File: src/rtl/spi_mem_arbiter.sv
// rtl/spi_mem_arbiter.sv - round-robin arbiter and single-byte SPI SRAM sequencer for fetch/data ports
module spi_mem_arbiter #(
    parameter int         CPU_ADDR_W = 8,
    parameter int         SPI_ADDR_W = 16,
    parameter logic [7:0] CMD_READ   = 8'h03,
    parameter logic [7:0] CMD_WRITE  = 8'h02
) (
    input  logic                  clk,
    input  logic                  rst_n,
    input  logic                  f_req,
    input  logic [CPU_ADDR_W-1:0] f_addr,
    output logic                  f_ack,
    output logic [7:0]            f_rdata,
    input  logic                  d_req,
    input  logic                  d_we,
    input  logic [CPU_ADDR_W-1:0] d_addr,
    input  logic [7:0]            d_wdata,
    output logic                  d_ack,
    output logic [7:0]            d_rdata,
    output logic                  busy,
    output logic                  spi_cs_n,
    output logic                  spi_sclk,
    output logic                  spi_mosi,
    input  logic                  spi_miso
);

    localparam int SR_W  = 16 + SPI_ADDR_W;
    localparam int CNT_W = $clog2(2 * SR_W);
    localparam logic [CNT_W-1:0] CNT_LAST = CNT_W'(2 * SR_W - 1);

    typedef enum logic [2:0] {
        IDLE,
        CS_SETUP,
        SHIFT,
        CS_HOLD,
        DONE
    } state_t;

    state_t            state;
    state_t            next_state;
    logic              last_grant;
    logic              grant;
    logic              we_q;
    logic [SR_W-1:0]   sr;
    logic [CNT_W-1:0]  cnt;
    logic [7:0]        rx;

    logic                  sel;
    logic                  sel_we;
    logic [SPI_ADDR_W-1:0] addr_ext;
    logic [SR_W-1:0]       load_word;

    // Port 1 is chosen when it alone requests, or on a tie when port 0 was served last.
    always_comb begin
        sel = 1'b0;
        if (f_req && d_req) begin
            sel = ~last_grant;
        end else if (d_req) begin
            sel = 1'b1;
        end
        sel_we   = sel & d_we;
        addr_ext = '0;
        addr_ext[CPU_ADDR_W-1:0] = sel ? d_addr : f_addr;
        load_word = {sel_we ? CMD_WRITE : CMD_READ, addr_ext, sel_we ? d_wdata : 8'h00};
    end

    always_comb begin
        next_state = state;
        case (state)
            IDLE:     if (f_req || d_req) next_state = CS_SETUP;
            CS_SETUP: next_state = SHIFT;
            SHIFT:    if (cnt == CNT_LAST) next_state = CS_HOLD;
            CS_HOLD:  next_state = DONE;
            DONE:     next_state = IDLE;
            default:  next_state = IDLE;
        endcase
    end

    always_ff @(posedge clk or negedge rst_n) begin
        if (!rst_n) begin
            state <= IDLE;
        end else begin
            state <= next_state;
        end
    end

    always_ff @(posedge clk or negedge rst_n) begin
        if (!rst_n) begin
            last_grant <= 1'b1;
            grant      <= 1'b0;
            we_q       <= 1'b0;
            sr         <= '0;
            cnt        <= '0;
            rx         <= '0;
            f_rdata    <= '0;
            d_rdata    <= '0;
        end else begin
            case (state)
                IDLE: begin
                    if (f_req || d_req) begin
                        grant <= sel;
                        we_q  <= sel_we;
                        sr    <= load_word;
                    end
                end
                CS_SETUP: cnt <= '0;
                SHIFT: begin
                    cnt <= cnt + CNT_W'(1);
                    // Even count is the LO phase: its closing edge raises sclk and samples miso.
                    if (!cnt[0]) begin
                        rx <= {rx[6:0], spi_miso};
                    end else begin
                        sr <= {sr[SR_W-2:0], 1'b0};
                    end
                end
                CS_HOLD: begin
                    if (!grant) begin
                        f_rdata <= rx;
                    end else if (!we_q) begin
                        d_rdata <= rx;
                    end
                end
                DONE: last_grant <= grant;
                default: ;
            endcase
        end
    end

    assign busy     = (state != IDLE);
    assign spi_cs_n = !((state == CS_SETUP) || (state == SHIFT) || (state == CS_HOLD));
    assign spi_sclk = (state == SHIFT) && cnt[0];
    assign spi_mosi = ((state == CS_SETUP) || (state == SHIFT)) ? sr[SR_W-1] : 1'b0;
    assign f_ack    = (state == DONE) && !grant;
    assign d_ack    = (state == DONE) && grant;

endmodule

File: config.mk
export PLATFORM = sky130hd
export DESIGN_NAME = spi_mem_arbiter
export DESIGN_NICKNAME = d
export VERILOG_FILES = /design/src/rtl/spi_mem_arbiter.sv
export SDC_FILE = /design/constraint.sdc
export NUM_CORES = 1
export LEC_CHECK = 0
export BUFFER_PORTS_ARGS = -buffer_cell sky130_fd_sc_hd__buf_4
export CAP_MARGIN = 10
export CORE_UTILIZATION = 50
export DETAILED_ROUTE_END_ITERATION = 7
export GPL_TIMING_DRIVEN = 1
export PLACE_DENSITY = 0.7
export REMOVE_ABC_BUFFERS = 1
export SYNTH_ARGS = -nofsm -noshare
export SYNTH_HDL_FRONTEND = slang
export SYNTH_SLANG_ARGS = --single-unit
File: constraint.sdc
create_clock -name clk -period 2.1 [get_ports clk]
set_clock_uncertainty 0.05 [all_clocks]
set_input_delay 0.42 -clock clk [delete_from_list [all_inputs] [get_ports clk]]
set_output_delay 0.42 -clock clk [all_outputs]
set_load 0.01 [all_outputs]
==> impl_results.html, run 1 <==
<table>
<tr><th>Metric</th><th>Value</th></tr>
<tr><th colspan="2">Synthesis</th></tr>
<tr><td>Distinct cells, synth</td><td>33</td></tr>
<tr><td>Warnings, synthesis</td><td>0</td></tr>
<tr><td>Dominant combinational cell family by area after synthesis</td><td>compound AO/OA/AOI/OAI gates</td></tr>
<tr><td>Synthesized instance count</td><td>247</td></tr>
<tr><td>Post-synthesis mux area share</td><td>0.0940</td></tr>
<tr><td>Flop and latch count out of synthesis</td><td>68</td></tr>
<tr><td>Most frequently used cell type in the post-synthesis netlist</td><td>sky130_fd_sc_hd__dfrtp_1</td></tr>
<tr><td>Arithmetic-cell share of the synthesized area counting full adders, half adders and majority gates</td><td>0.00435</td></tr>
<tr><td>Netlist area before placement</td><td>0.00288 sq mm</td></tr>
<tr><td>Most frequent cells after synthesis</td><td>sky130_fd_sc_hd__dfrtp_1, sky130_fd_sc_hd__o21ai_0, sky130_fd_sc_hd__mux2_2</td></tr>
<tr><td>Xor-xnor portion of the synthesized cell area</td><td>0.00609</td></tr>
<tr><td>Share of synthesized flip-flops with an asynchronous set or reset</td><td>1.00</td></tr>
<tr><td>Post-synth top area cell</td><td>sky130_fd_sc_hd__dfrtp_1</td></tr>
<tr><td>Top cell type's share of synthesized area</td><td>0.583</td></tr>
<tr><td>Synth top area cells</td><td>sky130_fd_sc_hd__dfrtp_1, sky130_fd_sc_hd__mux2_2, sky130_fd_sc_hd__a22o_1</td></tr>
<tr><td>Part of the Yosys area used for sequential elements</td><td>0.592</td></tr>
<tr><td>Synth Flop Type</td><td>sky130_fd_sc_hd__dfrtp_1</td></tr>
<tr><td>Mean instance size in the synthesized netlist</td><td>11.6 sq um</td></tr>
<tr><td>Share of the synthesized area in compound gates (AO/OA/AOI/OAI)</td><td>0.173</td></tr>
<tr><td>Post-synthesis simple-gate area fraction</td><td>0.103</td></tr>
<tr><td>Number of synthesized flops with an enable pin</td><td>0</td></tr>
<tr><th colspan="2">STA</th></tr>
<tr><td>Setup violations, final</td><td>0</td></tr>
<tr><td>Top achievable clock speed</td><td>524 MHz</td></tr>
<tr><td>Min cycle time layout</td><td>1.91 ns</td></tr>
<tr><td>Final Max Tran Viols</td><td>0</td></tr>
<tr><td>Post-route setup slack</td><td>0.191 ns</td></tr>
<tr><td>Ratio of final minimum period to clock period</td><td>0.909</td></tr>
<tr><td>Hold Violations, Final</td><td>0</td></tr>
<tr><td>Unrepaired setup endpoints after global routing</td><td>false</td></tr>
<tr><td>Max-slew headroom</td><td>0.570</td></tr>
<tr><td>Transition time at the pin with the least slew margin</td><td>0.644 ns</td></tr>
<tr><td>Hold_ws</td><td>0.264 ns</td></tr>
<tr><th colspan="2">Cells and area</th></tr>
<tr><td>Utilization after layout</td><td>0.651</td></tr>
<tr><td>Fraction of final layout cells sized beyond drive strength 1</td><td>0.353</td></tr>
<tr><td>P&amp;R area growth vs syn</td><td>25.4%</td></tr>
<tr><td>Number of nets in the layout</td><td>338</td></tr>
<tr><td>Total of fill cells in the finished design</td><td>472</td></tr>
<tr><td>Antenna diode instance count</td><td>0</td></tr>
<tr><th colspan="2">Floorplan</th></tr>
<tr><td>Area of the core</td><td>0.00554 sq mm</td></tr>
<tr><td>Vertical die dimension</td><td>77.8 um</td></tr>
<tr><td>Initial cell density of the core</td><td>0.519</td></tr>
<tr><td>Die area</td><td>0.00606 sq mm</td></tr>
<tr><td>Rows</td><td>27</td></tr>
<tr><td>Top-level I/O count</td><td>52</td></tr>
<tr><td>Horiz. Die Dim</td><td>77.8 um</td></tr>
<tr><th colspan="2">Detailed routing</th></tr>
<tr><td>Vias after detailed routing</td><td>2057</td></tr>
<tr><td>Initial DRT Pass Iterations</td><td>4</td></tr>
<tr><td>Average detailed-routed wire length per instance</td><td>15.1 um</td></tr>
<tr><td>Drt initial violations</td><td>130</td></tr>
<tr><td>Post-route DRC violation count</td><td>0</td></tr>
<tr><td>Via density</td><td>5.36</td></tr>
<tr><td>Number of routed nets with antenna violations</td><td>0</td></tr>
<tr><td>Total Routed Length</td><td>5790 um</td></tr>
<tr><th colspan="2">Pwr</th></tr>
<tr><td>Total power consumption of the routed design</td><td>5.44 mW</td></tr>
<tr><td>Power density relative to cell area</td><td>1510 mW/mm^2</td></tr>
<tr><td>Leak</td><td>1.76 nW</td></tr>
<tr><td>Worst vdd rail ir drop</td><td>0.686 mV</td></tr>
<tr><th colspan="2">Clock network</th></tr>
<tr><td>Post-CTS resize count</td><td>0</td></tr>
<tr><td>Number of buffers added by the clock tree synthesis step</td><td>9</td></tr>
<tr><td>H-tree depth</td><td>3</td></tr>
<tr><td>CTS root buffer</td><td>sky130_fd_sc_hd__clkbuf_8</td></tr>
<tr><td>Clock insertion delay at the later pin of the skew report</td><td>0.33 ns</td></tr>
<tr><td>Clock transition at the registers of the reported paths</td><td>0.07 ns</td></tr>
<tr><td>Clock tree from TritonCTS</td><td>built</td></tr>
<tr><td>Number of sinks on the clock net</td><td>68</td></tr>
<tr><td>CTS Buffer Depth</td><td>2</td></tr>
<tr><th colspan="2">Setup path</th></tr>
<tr><td>Data arrival time at the worst-slack endpoint</td><td>2.12 ns</td></tr>
<tr><td>Critical path capture point</td><td>sr[24]</td></tr>
<tr><td>Critical path class</td><td>register to register</td></tr>
<tr><td>Register-to-register setup slack</td><td>0.19 ns</td></tr>
<tr><td>Data required, critical path</td><td>2.31 ns</td></tr>
<tr><td>Number of cells traversed by the worst register-to-register path</td><td>4</td></tr>
<tr><td>Source of the worst register-to-register timing path</td><td>state[0]</td></tr>
<tr><td>Critical register-to-register path endpoint</td><td>sr[24]</td></tr>
<tr><td>CP Capture Type</td><td>register</td></tr>
<tr><td>CP max FO</td><td>10</td></tr>
<tr><td>Startpoint of the worst setup timing path</td><td>state[0]</td></tr>
<tr><td>Critical path launch point type</td><td>register</td></tr>
<tr><th colspan="2">Global routing</th></tr>
<tr><td>Number of global-route vias before repair</td><td>2034</td></tr>
<tr><td>Largest net degree at the start of global routing</td><td>36</td></tr>
<tr><td>Wire length of the first global-routing pass</td><td>10100 um</td></tr>
<tr><td>Antenna violations before repair</td><td>0</td></tr>
<tr><td>Remaining global-route overflow</td><td>0</td></tr>
<tr><td>All-layer global routing usage</td><td>0.216</td></tr>
<tr><th colspan="2">Hold path</th></tr>
<tr><td>Number of cells on the worst hold path</td><td>3</td></tr>
<tr><td>Worst min path class</td><td>input pin to register</td></tr>
<tr><th colspan="2">Placement</th></tr>
<tr><td>Input/output buffers</td><td>51</td></tr>
<tr><td>Estimated wirelength of the detail-placed design</td><td>3950 um</td></tr>
<tr><td>Final GP Congestion</td><td>0.742</td></tr>
<tr><td>Dpl ws</td><td>0.0930 ns</td></tr>
<tr><th colspan="2">Job</th></tr>
<tr><td>Maximum Capacitance Violations</td><td>0</td></tr>
<tr><th colspan="2">Run status</th></tr>
<tr><td>Result of the run</td><td>completed</td></tr>
</table>
-- repair_timing --
action,4_1_cts,5_1_grt
hold buffers,1,0
endpoints found under the setup margin,1,0
hold endpoints to repair,34,0
setup buffers,1,0
-- how the worst min path moves through the flow --
stage,from,endpoint
6_report,d_wdata[0],sr[0]
5_1_grt,d_wdata[0],sr[0]
4_1_cts,d_wdata[0],sr[0]
3_5_place_dp,rst_n,d_rdata[7]
3_3_place_gp,rst_n,f_rdata[7]
2_1_floorplan,rst_n,cnt[0]
-- critical path, cell delays in order (launching register included) --
cell and delay, ns:
sky130_fd_sc_hd__dfrtp_1 0.45, sky130_fd_sc_hd__or3b_1 0.53, sky130_fd_sc_hd__and3_1 0.35, sky130_fd_sc_hd__or3_1 0.40, sky130_fd_sc_hd__o21ai_2 0.06
-- registers in the layout, indices dropped and copies added, names as in the netlist --
signal,count
we_q,1
sr,32
d_rdata,8
f_rdata,8
state,3
grant,1
last_grant,1
cnt,6
rx,8
-- area by class of cell --
| cell class | count | area, sq um | share of cell area |
|---|---|---|---|
| Multi-Input combinational cell | 162 | 1120 | 0.310 |
| Timing Repair Buffer | 62 | 480 | 0.133 |
| Inverter | 4 | 15.0 | 0.00416 |
| Clock buffer | 10 | 138 | 0.0382 |
| Tap cell | 72 | 90.1 | 0.0250 |
| Sequential cell | 68 | 1700 | 0.472 |
| Clock inverter | 6 | 63.8 | 0.0177 |
-- through the flow --
| stage | std cells | cell area (sq um) | setup TNS, ns |
|---|---|---|---|
| 2_1_floorplan | 234 | 2810 | -18.92 |
| 3_3_place_gp | 366 | 3390 | 0 |
| 3_5_place_dp | 366 | 3390 | 0 |
| 4_1_cts | 384 | 3610 | 0 |
| 5_1_grt | 384 | 3610 | 0 |
| 6_report | 384 | 3610 | 0 |
-- logic make-up (layout without fill, tap and decap cells) --
| group | count (synthesis) | count (layout) |
|---|---|---|
| AO/OA/AOI/OAI | 74 | 74 |
| adder cells (fa/ha/maj) | 1 | 1 |
| multiplexers | 24 | 24 |
| flip-flops | 68 | 68 |
| buffers and inverters | 17 | 82 |
| XOR/XNOR | 2 | 2 |
| AND/OR/NAND/NOR | 61 | 61 |
-- metal layers --
metal	track usage	vias up	share of wire
met4	0.0736	0	0.012
met3	0.0471	7	0.043
met1	0.305	996	0.47
li1	-	1007	-
met5	0	-	0
met2	0.331	47	0.47
-- power breakdown --
part	internal, mW	total (mW)	switching, mW	leakage [nW]
clock network	0.578	1.08	0.501	0.0983
registers	1.82	2.19	0.363	0.867
logic	1.08	2.18	1.10	0.800
-- cell usage in the layout (no fill, tap or decap), drive strengths merged, types with 2 or more instances in the layout --
| cell type | netlist | final |
|---|---|---|
| clkinvlp | 0 | 2 |
| nand3 | 3 | 3 |
| nand4 | 2 | 2 |
| a22o | 15 | 15 |
| clkbuf | 6 | 10 |
| nor3b | 2 | 2 |
| or2 | 2 | 2 |
| or3 | 2 | 2 |
| nand2b | 2 | 2 |
| and2 | 3 | 3 |
| mux2 | 24 | 24 |
| inv | 4 | 4 |
| o21ai | 27 | 27 |
| nand2 | 18 | 18 |
| xor2 | 2 | 2 |
| and3 | 3 | 3 |
| a21oi | 9 | 9 |
| a31oi | 2 | 2 |
| a221oi | 7 | 7 |
| a21o | 10 | 10 |
| clkinv | 0 | 3 |
| nor2 | 23 | 23 |
| buf | 7 | 61 |
| dfrtp | 67 | 67 |
No activity file was read; power rests on OpenSTA's default activity.
==> inputs of run 2 (changes only) <==
- BUFFER_PORTS_ARGS: -buffer_cell sky130_fd_sc_hd__buf_4 -> -buffer_cell sky130_fd_sc_hd__buf_2
==> impl_results.html, run 2 (synthesis gave the netlist of run 1 again) <==
<table>
<tr><th>Metric</th><th>Value</th></tr>
<tr><th colspan="2">Cells and area</th></tr>
<tr><td>Most flop-heavy register</td><td>sr</td></tr>
<tr><td>Fraction of final layout cells sized beyond drive strength 1</td><td>0.355</td></tr>
<tr><td>Max FFs per register</td><td>32</td></tr>
<tr><td>Leading cell types in the layout, fill and taps excluded</td><td>sky130_fd_sc_hd__dfrtp_1, sky130_fd_sc_hd__buf_2, sky130_fd_sc_hd__o21ai_0</td></tr>
<tr><td>Final non-filler cell area</td><td>0.00350 sq mm</td></tr>
<tr><td>P&amp;R area growth vs syn</td><td>21.7%</td></tr>
<tr><td>Utilization after layout</td><td>0.631</td></tr>
<tr><td>Most common library cell in the layout ignoring fill and taps</td><td>sky130_fd_sc_hd__dfrtp_1</td></tr>
<tr><td>Area occupied by registers</td><td>0.00170 sq mm</td></tr>
<tr><td>Number of nets in the layout</td><td>339</td></tr>
<tr><td>Total of fill cells in the finished design</td><td>478</td></tr>
<tr><td>Antenna diode instance count</td><td>0</td></tr>
<tr><td>Total area of multi-input combinational cells</td><td>0.00112 sq mm</td></tr>
<tr><th colspan="2">Detailed routing</th></tr>
<tr><td>Post-route DRC violation count</td><td>0</td></tr>
<tr><td>Via density</td><td>5.39</td></tr>
<tr><td>Drt initial violations</td><td>114</td></tr>
<tr><td>Number of routed nets with antenna violations</td><td>0</td></tr>
<tr><td>Average detailed-routed wire length per instance</td><td>14.8 um</td></tr>
<tr><td>Total Routed Length</td><td>5690 um</td></tr>
<tr><td>Vias after detailed routing</td><td>2077</td></tr>
<tr><td>Initial DRT Pass Iterations</td><td>4</td></tr>
<tr><th colspan="2">Pwr</th></tr>
<tr><td>Total power consumption of the routed design</td><td>5.45 mW</td></tr>
<tr><td>Leak</td><td>1.74 nW</td></tr>
<tr><td>Power density relative to cell area</td><td>1560 mW/mm^2</td></tr>
<tr><td>Worst vdd rail ir drop</td><td>0.769 mV</td></tr>
<tr><th colspan="2">Global routing</th></tr>
<tr><td>GR met3 Demand/Resource</td><td>0.0412</td></tr>
<tr><td>Wire length of the first global-routing pass</td><td>9610 um</td></tr>
<tr><td>Met2 Use GR</td><td>0.319</td></tr>
<tr><td>Top Usage Layer GRT</td><td>met2</td></tr>
<tr><td>Number of global-route vias before repair</td><td>2049</td></tr>
<tr><td>Antenna violations before repair</td><td>0</td></tr>
<tr><td>Met1 layer usage reported by global route</td><td>0.283</td></tr>
<tr><td>All-layer global routing usage</td><td>0.208</td></tr>
<tr><td>Largest net degree at the start of global routing</td><td>69</td></tr>
<tr><td>Remaining global-route overflow</td><td>0</td></tr>
<tr><th colspan="2">Placement</th></tr>
<tr><td>Dpl ws</td><td>0.240 ns</td></tr>
<tr><td>Post-detailed-placement cell area</td><td>0.00327 sq mm</td></tr>
<tr><td>Final GP Congestion</td><td>0.795</td></tr>
<tr><td>Input/output buffers</td><td>51</td></tr>
<tr><td>Estimated wirelength of the detail-placed design</td><td>3810 um</td></tr>
<tr><th colspan="2">Clock network</th></tr>
<tr><td>Clock insertion delay at the later pin of the skew report</td><td>0.34 ns</td></tr>
<tr><td>H-tree depth</td><td>3</td></tr>
<tr><td>Clock transition at the registers of the reported paths</td><td>0.07 ns</td></tr>
<tr><td>CTS root buffer</td><td>sky130_fd_sc_hd__clkbuf_8</td></tr>
<tr><td>Number of buffers added by the clock tree synthesis step</td><td>9</td></tr>
<tr><td>CTS Buffer Depth</td><td>2</td></tr>
<tr><td>Clock tree from TritonCTS</td><td>built</td></tr>
<tr><td>Number of sinks on the clock net</td><td>68</td></tr>
<tr><td>Post-CTS resize count</td><td>0</td></tr>
<tr><th colspan="2">Setup path</th></tr>
<tr><td>Data arrival time at the worst-slack endpoint</td><td>1.43 ns</td></tr>
<tr><td>Startpoint of the worst setup timing path</td><td>state[0]</td></tr>
<tr><td>Data required, critical path</td><td>1.63 ns</td></tr>
<tr><td>CP Capture Type</td><td>output pin</td></tr>
<tr><td>Source of the worst register-to-register timing path</td><td>state[0]</td></tr>
<tr><td>Critical path launch point type</td><td>register</td></tr>
<tr><td>Critical path class</td><td>register to output pin</td></tr>
<tr><td>CP max FO</td><td>7</td></tr>
<tr><th colspan="2">STA</th></tr>
<tr><td>Final Max Tran Viols</td><td>0</td></tr>
<tr><td>Post-route setup slack</td><td>0.202 ns</td></tr>
<tr><td>Unrepaired setup endpoints after global routing</td><td>false</td></tr>
<tr><td>Ratio of final minimum period to clock period</td><td>0.904</td></tr>
<tr><td>Min cycle time layout</td><td>1.90 ns</td></tr>
<tr><td>Hold Violations, Final</td><td>0</td></tr>
<tr><td>Top achievable clock speed</td><td>527 MHz</td></tr>
<tr><td>Setup violations, final</td><td>0</td></tr>
<tr><td>Max-slew headroom</td><td>0.678</td></tr>
<tr><td>Transition time at the pin with the least slew margin</td><td>0.482 ns</td></tr>
<tr><th colspan="2">Floorplan</th></tr>
<tr><td>Top-level I/O count</td><td>52</td></tr>
<tr><td>Horiz. Die Dim</td><td>77.8 um</td></tr>
<tr><td>Rows</td><td>27</td></tr>
<tr><td>Initial cell density of the core</td><td>0.519</td></tr>
<tr><td>Die area</td><td>0.00606 sq mm</td></tr>
<tr><td>Vertical die dimension</td><td>77.8 um</td></tr>
<tr><td>Area of the core</td><td>0.00554 sq mm</td></tr>
<tr><th colspan="2">Job</th></tr>
<tr><td>Maximum Capacitance Violations</td><td>0</td></tr>
<tr><th colspan="2">Hold path</th></tr>
<tr><td>Worst min path class</td><td>input pin to async pin</td></tr>
<tr><th colspan="2">Run status</th></tr>
<tr><td>Result of the run</td><td>completed</td></tr>
</table>
-- run 2: cell count changes in the layout (fill, tap and decap cells not counted), sizes merged --
cell,change
buf,+2
bufinv,+1
clkinv,-1
dlygate4sd3,-1
-- run 2: timing repair --
action	in CTS	in global routing
endpoints found under the setup margin	1	0
buffers inserted	1	0
endpoints found under the hold margin	0	0
hold buffers	0	0
-- run 2: power by group --
group	switching [mW]	internal [mW]	leakage (nW)
sequential	0.332	1.82	0.867
clock	0.497	0.668	0.102
combinational	1.13	0.994	0.772
-- run 2: cell type report --
cell class                      instances  area share
Clock buffer                           10      0.0365
Sequential cell                        68       0.487
Multi-Input combinational cell        162       0.319
Inverter                                4     0.00429
Timing Repair Buffer                   63       0.102
Tap cell                               72      0.0258
Clock inverter                          6      0.0254
-- run 2: final timing paths --
check                             endpoint  slack, ns  depth (start not counted)
worst min register to register       sr[0]       0.43                          2
worst min-delay path              state[2]       0.04                          2
min in group clk                     sr[0]       0.26                          3
max in group asynchronous       last_grant       1.66                          2
worst max-delay path              spi_mosi       0.20                          5
worst max register to register  d_rdata[4]       0.24                          4
-- run 2: worst max-delay path, cell delays in order (launching register included) --
cell                       delay [ns]
sky130_fd_sc_hd__dfrtp_1         0.45
sky130_fd_sc_hd__xor2_1          0.17
sky130_fd_sc_hd__nand2b_1        0.11
sky130_fd_sc_hd__inv_1           0.07
sky130_fd_sc_hd__and2_1          0.15
sky130_fd_sc_hd__buf_2           0.13
-- run 2: routing by layer --
metal,vias up,part of all wire
li1,1014,-
met1,1005,0.49
met2,50,0.46
met3,8,0.035
met4,0,0.017
met5,-,0
-- run 2: metrics by stage --
| stage | TNS, ns | cells | hold slack, ns |
|---|---|---|---|
| after floorplan | -18.92 | 234 | 0.0744 |
| after global placement | 0 | 368 | 0.406 |
| after detailed placement | 0 | 368 | 0.414 |
| after CTS | 0 | 385 | 0.0449 |
| after global routing | 0 | 385 | 0.0822 |
| final | 0 | 385 | 0.0378 |
